<file path="src/rtl/jtag_bitbang_host.sv">
// jtag_bitbang_host: remote-bitbang command byte interpreter driving JTAG-DTM pins.
// Accepts one command byte per handshake. It updates the tck/tms/tdi and
// trst_n/srst_n pins, answers 'R' read requests, and drives the led and quit flags.
// Build option: define JTAG_BITBANG_TDO_SYNC_EN to pass tdo through a two-flop
// synchroniser. Without it, tdo passes through a single register.
//
//   state | meaning
//   IDLE  | ready for the next command byte (unless quit is set)
//   HOLD  | pins just changed; keep them stable for HOLD_CYCLES cycles
//   RESP  | read response presented, waiting for rsp_ready
module jtag_bitbang_host #(
    parameter int unsigned HOLD_CYCLES = 4
) (
    input  logic       clk,
    input  logic       rst,
    input  logic       cmd_valid,
    output logic       cmd_ready,
    input  logic [7:0] cmd_data,
    output logic       rsp_valid,
    input  logic       rsp_ready,
    output logic [7:0] rsp_data,
    output logic       tck,
    output logic       tms,
    output logic       tdi,
    output logic       trst_n,
    output logic       srst_n,
    input  logic       tdo,
    output logic       led,
    output logic       quit,
    output logic       cmd_err
);

    typedef enum logic [1:0] {ST_IDLE, ST_HOLD, ST_RESP} state_e;

    localparam logic [7:0] HOLD_INIT = 8'(HOLD_CYCLES);

    state_e      state_q, state_d;
    logic [7:0]  hold_cnt_q, hold_cnt_d;
    logic        tck_q, tck_d, tms_q, tms_d, tdi_q, tdi_d;
    logic        trst_n_q, trst_n_d, srst_n_q, srst_n_d;
    logic        led_q, led_d, quit_q, quit_d, cmd_err_q, cmd_err_d;
    logic        rsp_valid_q, rsp_valid_d;
    logic [7:0]  rsp_data_q, rsp_data_d;
    logic        tdo_sync;

    logic        accept;
    logic        is_pin, is_rst, is_read;
    logic [1:0]  rst_sel;

    assign accept  = cmd_valid && (state_q == ST_IDLE) && !quit_q;
    assign is_pin  = (cmd_data[7:3] == 5'b00110);
    assign is_rst  = (cmd_data >= 8'h72) && (cmd_data <= 8'h75);
    assign is_read = (cmd_data == 8'h52);
    // Offset from 'r': 'r'=0 (none), 's'=1 (srst), 't'=2 (trst), 'u'=3 (both)
    assign rst_sel = cmd_data[1:0] - 2'b10;

`ifdef JTAG_BITBANG_TDO_SYNC_EN
    logic tdo_s1_q, tdo_s2_q;

    // Two-flop synchroniser for tdo coming from the tck domain
    always_ff @(posedge clk) begin
        if (rst) begin
            tdo_s1_q <= 1'b0;
            tdo_s2_q <= 1'b0;
        end else begin
            tdo_s1_q <= tdo;
            tdo_s2_q <= tdo_s1_q;
        end
    end
    assign tdo_sync = tdo_s2_q;
`else
    logic tdo_s1_q;

    // Single capture register for tdo
    always_ff @(posedge clk) begin
        if (rst) tdo_s1_q <= 1'b0;
        else     tdo_s1_q <= tdo;
    end
    assign tdo_sync = tdo_s1_q;
`endif

    // State and registered-output update
    always_ff @(posedge clk) begin
        if (rst) begin
            state_q     <= ST_IDLE;
            hold_cnt_q  <= 8'd0;
            tck_q       <= 1'b0;
            tms_q       <= 1'b1;
            tdi_q       <= 1'b0;
            trst_n_q    <= 1'b1;
            srst_n_q    <= 1'b1;
            led_q       <= 1'b0;
            quit_q      <= 1'b0;
            cmd_err_q   <= 1'b0;
            rsp_valid_q <= 1'b0;
            rsp_data_q  <= 8'h00;
        end else begin
            state_q     <= state_d;
            hold_cnt_q  <= hold_cnt_d;
            tck_q       <= tck_d;
            tms_q       <= tms_d;
            tdi_q       <= tdi_d;
            trst_n_q    <= trst_n_d;
            srst_n_q    <= srst_n_d;
            led_q       <= led_d;
            quit_q      <= quit_d;
            cmd_err_q   <= cmd_err_d;
            rsp_valid_q <= rsp_valid_d;
            rsp_data_q  <= rsp_data_d;
        end
    end

    // Next-state logic with the hold down-counter (terminal count at 1, never wraps)
    always_comb begin
        state_d    = state_q;
        hold_cnt_d = hold_cnt_q;
        case (state_q)
            ST_IDLE: begin
                if (accept) begin
                    if (is_pin || is_rst) begin
                        state_d    = ST_HOLD;
                        hold_cnt_d = HOLD_INIT;
                    end else if (is_read) begin
                        state_d = ST_RESP;
                    end
                end
            end
            ST_HOLD: begin
                if (hold_cnt_q <= 8'd1) begin
                    state_d    = ST_IDLE;
                    hold_cnt_d = 8'd0;
                end else begin
                    hold_cnt_d = hold_cnt_q - 8'd1;
                end
            end
            ST_RESP: begin
                if (rsp_ready) state_d = ST_IDLE;
            end
            default: state_d = ST_IDLE;
        endcase
    end

    // Output logic: cmd_ready plus next values of the registered outputs
    always_comb begin
        cmd_ready   = (state_q == ST_IDLE) && !quit_q;
        tck_d       = tck_q;
        tms_d       = tms_q;
        tdi_d       = tdi_q;
        trst_n_d    = trst_n_q;
        srst_n_d    = srst_n_q;
        led_d       = led_q;
        quit_d      = quit_q;
        cmd_err_d   = 1'b0;
        rsp_valid_d = rsp_valid_q;
        rsp_data_d  = rsp_data_q;
        if (accept) begin
            if (is_pin) begin
                tck_d = cmd_data[2];
                tms_d = cmd_data[1];
                tdi_d = cmd_data[0];
            end else if (is_rst) begin
                trst_n_d = ~rst_sel[1];
                srst_n_d = ~rst_sel[0];
            end else begin
                case (cmd_data)
                    8'h52: begin
                        rsp_valid_d = 1'b1;
                        rsp_data_d  = tdo_sync ? 8'h31 : 8'h30;
                    end
                    8'h42:   led_d     = 1'b1;
                    8'h62:   led_d     = 1'b0;
                    8'h51:   quit_d    = 1'b1;
                    default: cmd_err_d = 1'b1;
                endcase
            end
        end
        if ((state_q == ST_RESP) && rsp_ready) rsp_valid_d = 1'b0;
    end

    assign tck       = tck_q;
    assign tms       = tms_q;
    assign tdi       = tdi_q;
    assign trst_n    = trst_n_q;
    assign srst_n    = srst_n_q;
    assign led       = led_q;
    assign quit      = quit_q;
    assign cmd_err   = cmd_err_q;
    assign rsp_valid = rsp_valid_q;
    assign rsp_data  = rsp_data_q;

endmodule

</file>
<file path="config.mk">
export PLATFORM = sky130hd
export DESIGN_NAME = jtag_bitbang_host
export DESIGN_NICKNAME = d
export VERILOG_FILES = /design/src/rtl/jtag_bitbang_host.sv
export SDC_FILE = /design/constraint.sdc
export NUM_CORES = 1
export LEC_CHECK = 0
export ABC_AREA = 0
export CAP_MARGIN = 40
export CORE_ASPECT_RATIO = 0.7
export CORE_MARGIN = 1.5
export CORE_UTILIZATION = 31
export CTS_CLUSTER_SIZE = 20
export DETAILED_ROUTE_END_ITERATION = 8
export DONT_BUFFER_PORTS = 1
export PLACE_DENSITY = 0.57
export REMOVE_ABC_BUFFERS = 1
export SLEW_MARGIN = 25
export SYNTH_ARGS = -nofsm -noshare
export SYNTH_HDL_FRONTEND = slang
export SYNTH_SLANG_ARGS = --single-unit
</file>
<file path="constraint.sdc">
create_clock -name clk -period 2.62 [get_ports clk]
set_input_delay 0.393 -clock clk [delete_from_list [all_inputs] [get_ports clk]]
set_output_delay 0.393 -clock clk [all_outputs]
set_load 0.01 [all_outputs]
</file>
==> impl_results.md <==
- Outcome: complete, no violations
- Post-synth top flop: dfxtp_1
- Final min period: between 1500 and 2000 ps
- Drt wl/cell: 13.87 um
- Worst Hold Class: in -> reg
- Share of cells above drive strength 1: 0.08571
- Unrepaired setup endpoints after global routing: no
- Period utilization: 0.6740
- DIE WIDTH: a little under 80 um
- NumNets Final: between 150 and 200
- CTS HTree Levels: 1
- Cts hold-fix bufs: 0
- Mapped Area: 1229 um^2
- Overall Power: 583.3 uW
- Startpoint types: flop
- Syn_area_per_cell: 8.714 um^2
- Postcts setup bufs: 0
- Total Wirelength: 2636 um
- Fmax: 566.3 MHz
- Synth Register Bits: 22
- IR drop worst, VDD: 0.1999 mV
- Initial detailed-routing violation count: 109
- IO buf count: 0
- GPL Wtd Cong: 0.8684
- Hpwl dp: just over 2000 um
- Clock buffer count from CTS: 3
- Total die area: 4356 um^2
- Grt total ovfl: 0
- Vias after detailed routing: 968
- Crit path DAT: 1960 ps
- Endpoints failing hold: 0
- Largest net degree at the start of global routing: 20
- Clk root buf: clkbuf_8
- Critical Path RT: around 2800 ps
- CP endpoint kind: flop
- Post-synth ARST share: 0
- Synth cell types: 43
- CP Class: reg -> reg
- Clock net sink count: 22
- Clk slew on worst S/H paths: 80 ps
- Initial core utilization: 0.3368
- Leakage: 0.4502 nW
- Clk_skew: 3.408 ps
- Die H: between 50 and 60 um
- Fin. max-slew vios: 0
- Setup_tns: 0 ps
- Crit Path Max Fanout: 7
- Core area: 3649 um^2
- Ys Warns: 0
- Post-synthesis sequential area ratio: 0.3585
- Routed Antenna Nets: 0
- CTS tree: done
- IO Pins: 31
- Ant diodes: 0
- Syn Inst Count: 141
- Area delta synth->final: 5.397%
- Initial antenna violation count: 0
- Vias in the first global route: 928
- EDFF count, synth: 0
- Dpl cell area: 1254 um^2
- Cts repair resizes: 0
- Post-DR vias/cell: 5.095
- Overall Global Routing Usage: 0.1263
- Worst skew pair latency: 260 ps
- Remaining DRCs: 0
- Pwr/cell area: 450.4 nW/um^2
- Site row count: 18
- Max Cap Violations: 0
- Setup Viol. Count Final: 0
- First-pass GRT wire length: 4388 um
- Pre-antenna DRT Iters: 4
- Clk buf depth: 2
- Design Area, Final: between 1000 and 1500 um^2
==> synth_stat cells, types with 3 or more instances <==
cell | n | share of area
nor2b_1 | 6 | 0.031
nand2_1 | 6 | 0.018
nand4_1 | 3 | 0.015
inv_1 | 12 | 0.037
o21ai_0 | 5 | 0.020
buf_4 | 6 | 0.037
nand2b_1 | 4 | 0.020
o21ai_1 | 4 | 0.016
nor3_1 | 6 | 0.024
nor2_1 | 13 | 0.040
dfxtp_1 | 22 | 0.36
mux2i_1 | 6 | 0.049
a21oi_1 | 7 | 0.029
nand3_1 | 4 | 0.016
==> sequential cells by signal, summed over array words and instances, names as in the netlist <==
| signal | flops |
|---|---|
| quit | 1 |
| tdi | 1 |
| tdo_s1_q | 1 |
| rsp_valid | 1 |
| led | 1 |
| tms | 1 |
| cmd_err | 1 |
| rsp_data | 2 |
| hold_cnt_q | 8 |
| state_q | 2 |
| trst_n | 1 |
| srst_n | 1 |
| tck | 1 |
==> logic make-up after synthesis <==
| logic type | Yosys count | share of synthesized area |
|---|---|---|
| compound gates | 33 | 0.1894 |
| fa+ha+maj | 2 | 0.02036 |
| buf+inv | 20 | 0.07942 |
| flops | 22 | 0.3585 |
| mux | 6 | 0.04888 |
| other cells | 1 | 0.003052 |
| simple gates | 57 | 0.3004 |
==> through the flow <==
step | hold WS, ps | instances | utilization | setup slack [ps]
4_1_cts | 186.9 | 190 | 0.3549 | 860.5
2_1_floorplan | 436.5 | 137 | - | 1006
3_5_place_dp | 454.7 | 187 | 0.3436 | 868.2
6_report | 192.8 | 190 | 0.3549 | 854.1
5_1_grt | 175.7 | 190 | 0.3549 | 689.8
3_3_place_gp | 445.8 | 187 | 0.3436 | 930.0
==> cell type report <==
| type | instances | area, um^2 |
|---|---|---|
| inverter | 12 | 45.04 |
| clock buffer | 3 | 41.29 |
| fill | 384 | 2354 |
| sequential | 22 | 440.4 |
| multi-input combinational | 103 | 705.7 |
| tap | 50 | 62.56 |
==> power by group <==
group	leakage [nW]	switching [mW]	total (mW)	internal [mW]
combinational	0.251	0.0202	0.0367	0.0165
clock	0.0216	0.104	0.207	0.102
sequential	0.178	0.00271	0.340	0.337
==> worst max-delay path, cell delays in order, from the launching register on <==
cell	delay, ps
dfxtp_1	410
inv_1	100
ha_1	290
or2_2	350
a31oi_1	320
o21ai_0	140
o21ai_1	90
==> routing by layer <==
metal  GRT usage  vias to the layer above  part of all wire
met3     0.05082                        2             0.070
li1            -                      499                 -
met1      0.1766                      441              0.52
met5           0                        -                 0
met2      0.1839                       26              0.41
met4     0.02296                        0            0.0038
==> worst paths after layout <==
path | start | endpoint | slack, ps | depth (start not counted)
worst max-delay path | hold_cnt_q[0]$_SDFFE_PP0P_ | hold_cnt_q[4]$_SDFFE_PP0P_ | 850 | 6
worst max register to register | hold_cnt_q[0]$_SDFFE_PP0P_ | hold_cnt_q[4]$_SDFFE_PP0P_ | 850 | 6
worst min register to register | tdo_s1_q$_SDFF_PP0_ | rsp_data[0]$_SDFFE_PP0P_ | 470 | 2
worst min-delay path | rst | tdi$_SDFFE_PP0P_ | 190 | 1
==> layout by cell type, fill, tap and decap left out, types with 4 or more instances in the layout <==
cell      instances
nor2_1           13
o21ai_1           4
dfxtp_1          22
nand2b_1          4
a21oi_1           7
nor2b_1           6
o21ai_0           5
nand3_1           4
mux2i_1           6
nand2_1           6
inv_1            12
nor3_1            6
conb_1            5
(Power assumes the default switching activity.)
